==> config.mk <==
export PLATFORM = sky130hd
export DESIGN_NAME = rf_multiport_flat
export DESIGN_NICKNAME = d
export VERILOG_FILES = /design/src/rtl/rf_multiport_if.sv /design/src/rtl/rf_multiport.sv /design/src/flat_wrapper.sv
export SDC_FILE = /design/constraint.sdc
export NUM_CORES = 2
export LEC_CHECK = 0
export BUFFER_PORTS_ARGS = -buffer_cell sky130_fd_sc_hd__buf_2
export CORE_MARGIN = 1
export CORE_UTILIZATION = 45
export CTS_CLUSTER_DIAMETER = 30
export DETAILED_ROUTE_END_ITERATION = 10
export GPL_ROUTABILITY_DRIVEN = 0
export GPL_TIMING_DRIVEN = 0
export PLACE_DENSITY = 0.68
export REMOVE_ABC_BUFFERS = 1
export SYNTH_ARGS = -nofsm -noshare
export SYNTH_HDL_FRONTEND = slang
export SYNTH_SLANG_ARGS = --single-unit
==> constraint.sdc <==
create_clock -name clk -period 3.3 [get_ports clk]
set_input_delay 0.165 -clock clk [delete_from_list [all_inputs] [get_ports clk]]
set_output_delay 0.165 -clock clk [all_outputs]
set_load 0.05 [all_outputs]
==> src/rtl/rf_multiport_if.sv <==
// Bundle of register-file access signals: write port, architectural read ports, debug read, status.
// The master side (datapath/bench) drives requests and the slave side (rf_multiport) returns data.
interface rf_multiport_if #(
  parameter int DW = 32,
  parameter int AW = 5,
  parameter int NR = 2
);
  logic             freeze;
  logic             wr_en;
  logic [AW-1:0]    wr_addr;
  logic [DW/8-1:0]  wr_be;
  logic [DW-1:0]    wr_data;
  logic             wr_ok;
  logic [NR*AW-1:0] rd_addr;
  logic [NR*DW-1:0] rd_data;
  logic [AW-1:0]    dbg_addr;
  logic [DW-1:0]    dbg_data;
  logic             busy;

  modport master (
    output freeze, wr_en, wr_addr, wr_be, wr_data, rd_addr, dbg_addr,
    input  wr_ok, rd_data, dbg_data, busy
  );

  modport slave (
    input  freeze, wr_en, wr_addr, wr_be, wr_data, rd_addr, dbg_addr,
    output wr_ok, rd_data, dbg_data, busy
  );
endinterface

==> src/rtl/rf_multiport.sv <==
// Multi-port register file with byte-masked writes, optional bypass and a sequential init walk.
// Reads are combinational (debug port 1 cycle); writes refused while busy/frozen are dropped, not held.
module rf_multiport #(
  parameter int DW        = 32,
  parameter int AW        = 5,
  parameter int NR        = 2,
  parameter int BYPASS    = 1,
  parameter int INIT_ZERO = 0
) (
  input  logic          clk,
  input  logic          rst,
  rf_multiport_if.slave bus
);
  localparam int DEPTH = 2 ** AW;
  localparam int BW    = DW / 8;

  typedef enum logic {INIT, READY} state_t;

  state_t           state;
  logic [AW-1:0]    ptr;
  logic             busy_q;
  logic [DW-1:0]    dbg_q;
  logic [DW-1:0]    mem [DEPTH];
  logic [DW-1:0]    init_val;
  logic [DW-1:0]    merged;
  logic [NR*DW-1:0] rd;
  logic             wr_ok;

  assign init_val = (INIT_ZERO != 0) ? '0 : DW'(ptr);
  assign wr_ok    = bus.wr_en && (state == READY) && !bus.freeze && (bus.wr_addr != '0);

  always_ff @(posedge clk or posedge rst) begin
    if (rst) begin
      state  <= INIT;
      ptr    <= AW'(1);
      busy_q <= 1'b1;
    end else begin
      case (state)
        INIT: begin
          if (!bus.freeze) begin
            ptr <= ptr + 1'b1;
            if (&ptr) begin
              state  <= READY;
              busy_q <= 1'b0;
            end
          end
        end
        READY:   state <= READY;
        default: state <= INIT;
      endcase
    end
  end

  // Entry 0 is never written: the walk starts at 1 and leaves INIT right after the last entry.
  always_ff @(posedge clk) begin
    if (state == INIT) begin
      if (!bus.freeze) mem[ptr] <= init_val;
    end else if (wr_ok) begin
      mem[bus.wr_addr] <= merged;
    end
  end

  always_comb begin
    merged = mem[bus.wr_addr];
    for (int k = 0; k < BW; k++) begin
      if (bus.wr_be[k]) merged[8*k +: 8] = bus.wr_data[8*k +: 8];
    end
  end

  always_comb begin
    rd = '0;
    for (int p = 0; p < NR; p++) begin
      if (!busy_q && (bus.rd_addr[p*AW +: AW] != '0)) begin
        if ((BYPASS != 0) && wr_ok && (bus.rd_addr[p*AW +: AW] == bus.wr_addr))
          rd[p*DW +: DW] = merged;
        else
          rd[p*DW +: DW] = mem[bus.rd_addr[p*AW +: AW]];
      end
    end
  end

  // Debug port deliberately sees the pre-edge contents of a same-cycle write.
  always_ff @(posedge clk or posedge rst) begin
    if (rst) begin
      dbg_q <= '0;
    end else begin
      dbg_q <= (busy_q || (bus.dbg_addr == '0)) ? '0 : mem[bus.dbg_addr];
    end
  end

  assign bus.wr_ok    = wr_ok;
  assign bus.rd_data  = rd;
  assign bus.dbg_data = dbg_q;
  assign bus.busy     = busy_q;
endmodule

==> src/flat_wrapper.sv <==
// flat-port wrapper written by rule: the top's interface ports become plain ports
module rf_multiport_flat 
#(
  parameter int DW        = 32,
  parameter int AW        = 5,
  parameter int NR        = 2,
  parameter int BYPASS    = 1,
  parameter int INIT_ZERO = 0
)
  (clk, rst, bus_freeze, bus_wr_en, bus_wr_addr, bus_wr_be, bus_wr_data, bus_rd_addr, bus_dbg_addr, bus_wr_ok, bus_rd_data, bus_dbg_data, bus_busy);
  rf_multiport_if #(.DW(DW), .AW(AW), .NR(NR)) bus_i ();
  input  logic clk;
  input  logic rst;
  input wire logic [$bits(bus_i.freeze)-1:0] bus_freeze;
  input wire logic [$bits(bus_i.wr_en)-1:0] bus_wr_en;
  input wire logic [$bits(bus_i.wr_addr)-1:0] bus_wr_addr;
  input wire logic [$bits(bus_i.wr_be)-1:0] bus_wr_be;
  input wire logic [$bits(bus_i.wr_data)-1:0] bus_wr_data;
  input wire logic [$bits(bus_i.rd_addr)-1:0] bus_rd_addr;
  input wire logic [$bits(bus_i.dbg_addr)-1:0] bus_dbg_addr;
  output wire logic [$bits(bus_i.wr_ok)-1:0] bus_wr_ok;
  output wire logic [$bits(bus_i.rd_data)-1:0] bus_rd_data;
  output wire logic [$bits(bus_i.dbg_data)-1:0] bus_dbg_data;
  output wire logic [$bits(bus_i.busy)-1:0] bus_busy;
  assign bus_i.freeze = bus_freeze;
  assign bus_i.wr_en = bus_wr_en;
  assign bus_i.wr_addr = bus_wr_addr;
  assign bus_i.wr_be = bus_wr_be;
  assign bus_i.wr_data = bus_wr_data;
  assign bus_i.rd_addr = bus_rd_addr;
  assign bus_i.dbg_addr = bus_dbg_addr;
  assign bus_wr_ok = bus_i.wr_ok;
  assign bus_rd_data = bus_i.rd_data;
  assign bus_dbg_data = bus_i.dbg_data;
  assign bus_busy = bus_i.busy;
  rf_multiport #(.DW(DW), .AW(AW), .NR(NR), .BYPASS(BYPASS), .INIT_ZERO(INIT_ZERO)) u_core (.clk(clk), .rst(rst), .bus(bus_i));
endmodule
==> flow_summary.json <==
{
  "outcome": "complete, but fails checks",
  "violations": "setup timing",
  "cts-htree-levels": 4,
  "p_clk_frac": 0.425,
  "drcViolationCount": 0,
  "maxCapViolCount": 0,
  "die_h_um": 398,
  "multi_input_area_um2": 38000,
  "nFillCells": 11300,
  "peakVddDrop_mv": 0.627,
  "hold_viol": 0,
  "path_class": "flip-flop to primary output",
  "timing.final.ws_setup_ns": -0.295,
  "dieArea_um2": 158000,
  "antenna_found_initial": 9,
  "hold_ws_ns": 0.00259,
  "grt_remaining_overflow": 0,
  "synth-main-ff-cell": "edfxtp_1",
  "critPathLaunchType": "flip-flop",
  "cp.required_ns": 3.13,
  "async_flop_share": 0.0367,
  "coreArea_um2": 155000,
  "cts-buffers-inserted": 216,
  "cts_tree": "yes",
  "postPlaceCellArea_um2": 76300,
  "fin_cells": 7271,
  "switchingPower_mw": 16.6,
  "rsz0062_at_grt": "true",
  "p_seq_frac": 0.326,
  "area_delta_synth_final_pct": 25.7,
  "seq_area_frac_synth": 0.449,
  "clk_latency_ns": 0.87,
  "yosysMostFrequentCell": "edfxtp_1",
  "viasPerCell": 7.84,
  "ios": 158,
  "grt_max_degree": 105,
  "dp_cells": 6440,
  "numClockSinks": 1063,
  "syn_inst": 4550,
  "fin_skew_ns": 0.0386,
  "path_max_fanout": 4,
  "synthTopCellsByCount": "edfxtp_1, mux4_2, mux2_2",
  "antenna_left": 0,
  "synth.cell_area_um2": 70600,
  "power_leakage_nw": 29.8,
  "start_util": 0.456,
  "crit_path_end_kind": "primary output",
  "tightest_slew_ns": 1.30,
  "fin_crit_ns": 3.59,
  "combinationalPowerShare": 0.249,
  "netlist-cell-type-count": 48,
  "slew_violations": 0,
  "post-dp-hpwl_um": 161000,
  "crit_arrival_ns": 3.43,
  "register_area_um2": 31700,
  "vias": 57000,
  "die_width_um": 398,
  "stdcell_area_um2": 88700,
  "routed_wirelength_um": 299000,
  "grt_pass1_wl_um": 409000,
  "drt-pass1-iter-count": 10,
  "setup_viol": 27,
  "swShare": 0.320,
  "grt_usage": 0.368,
  "synth_top_cell_area_share": 0.436,
  "portBuffers": 157,
  "nets": 5095,
  "fmax_mhz": 278,
  "syn_avg_cell_area_um2": 15.5,
  "finalCritPeriodShare": 1.09,
  "grt_pass1_vias": 54600,
  "fp-row-count": 144,
  "root_buffer": "clkbuf_16",
  "slew-limit-headroom": 0.135,
  "drive_gt1_frac": 0.493,
  "first_iter_violations": 11000,
  "utilization": 0.573,
  "ff2ff_setup_slack_ns": 0.02,
  "yosys_warnings": 0,
  "synth-edff-count": 1024,
  "powerDensity_nw_per_um2": 585,
  "ys_ff_latch": 1063,
  "yosys-top-cells-area": "edfxtp_1, mux4_2, mux2_2",
  "clk_pin_slew_worst_paths_ns": 0.05,
  "synth_top_area_cell": "edfxtp_1",
  "p_int_mw": 35.3,
  "min-delay-path-class": "primary input to flip-flop",
  "ctsLongestPathBuffers": 3,
  "wire_per_inst_um": 41.1
}
## per-stage QoR
| step | TNS, ns | setup slack (ns) | total power [mW] |
|---|---|---|---|
| CTS | -0.637 | -0.0992 | 50.8 |
| global route | -2.51 | -0.260 | 52.7 |
| floorplan | -219.36 | -1.09 | 22.7 |
| detailed placement | -1702.28 | -1.94 | 28.1 |
| finish | -2.04 | -0.295 | 51.9 |
| global placement | - | -22.43 | 27.9 |
## power groups by stage
stage / sequential [mW] / clock, mW / combinational (mW)
6_report: 16.9 / 22.1 / 12.9
5_1_grt: 17.0 / 22.7 / 13.0
4_1_cts: 16.9 / 22.0 / 11.9
3_5_place_dp: 17.2 / 0 / 10.9
3_3_place_gp: 17.4 / 0 / 10.5
2_1_floorplan: 17.3 / 0 / 5.38
## final timing paths
path	start	endpoint	cells after the start
setup / recovery	u_core.mem[22][3]$_DFFE_PP_	bus_rd_data[35]	6
hold / removal	bus_wr_data[29]	u_core.mem[9][29]$_DFFE_PP_	4
setup reg to reg	u_core.state$_DFF_PP0_	u_core.mem[20][19]$_DFFE_PP_	7
hold reg to reg	u_core.state$_DFF_PP0_	u_core.state$_DFF_PP0_	1
max in group asynchronous	rst	u_core.bus.dbg_data[4]$_DFF_PP0_	5
min in group asynchronous	rst	u_core.bus.dbg_data[0]$_DFF_PP0_	4
## critical path, stage by stage (launching register included)
cell and delay [ns]:
edfxtp_1 0.50, mux4_2 0.58, mux4_2 0.47, mux2_4 0.32, o211ai_1 0.26, o21ai_2 0.21, buf_6 0.22
## routing by layer
metal / up-vias / part of all wire / GRT usage
met1: 28100 / 0.31 / 0.453
met2: 6378 / 0.43 / 0.528
li1: 20800 / - / -
met5: - / 0.000057 / 0
met3: 1669 / 0.17 / 0.140
met4: 4 / 0.087 / 0.269
## cell usage in the layout, fill, tap and decap left out, types with 39 or more instances in the layout
| cell | count |
|---|---|
| edfxtp_1 | 1024 |
| mux4_2 | 918 |
| buf_4 | 373 |
| mux2_2 | 367 |
| mux2i_1 | 272 |
| clkbuf_16 | 222 |
| nor2b_1 | 199 |
| a211oi_1 | 196 |
| o22ai_1 | 149 |
| nor2_1 | 122 |
| o21ai_0 | 105 |
| o211ai_1 | 96 |
| buf_16 | 86 |
| buf_2 | 75 |
| buf_12 | 70 |
| o32ai_1 | 55 |
| o41ai_1 | 54 |
| buf_8 | 45 |
| buf_6 | 45 |
| o21ai_2 | 39 |
## registers in the layout, summed over array words and instances, names as in the netlist
name	cells
u_core.ptr	5
u_core.bus.busy	1
u_core.mem	1024
u_core.bus.dbg_data	32
u_core.state	1
## logic make-up after synthesis
group,share of synthesized area
buffers and inverters,0.0305
flip-flops,0.449
multiplexers,0.393
adder cells (fa/ha/maj),0.000354
XOR/XNOR,0.00161
AO/OA/AOI/OAI,0.0878
AND/OR/NAND/NOR,0.0376
## what timing repair did
item                                   4_1_cts  5_1_grt
setup endpoints to repair                  785      217
cloned                                      28        3
endpoints found under the hold margin      142        0
setup buffers                              193      175
hold buffers                                20        0
pin swaps                                   20       21
gates resized for setup                    162      111
## area by class of cell
cell class | count | share of cell area
Antenna cell | 4 | 0.000113
Clock buffer | 245 | 0.0638
Multi-Input combinational cell | 3000 | 0.428
Clock inverter | 163 | 0.0196
Sequential cell | 1063 | 0.358
Timing Repair Buffer | 740 | 0.101
Inverter | 12 | 0.000705
Tap cell | 2044 | 0.0288
No activity file was read; power rests on OpenSTA's default activity.
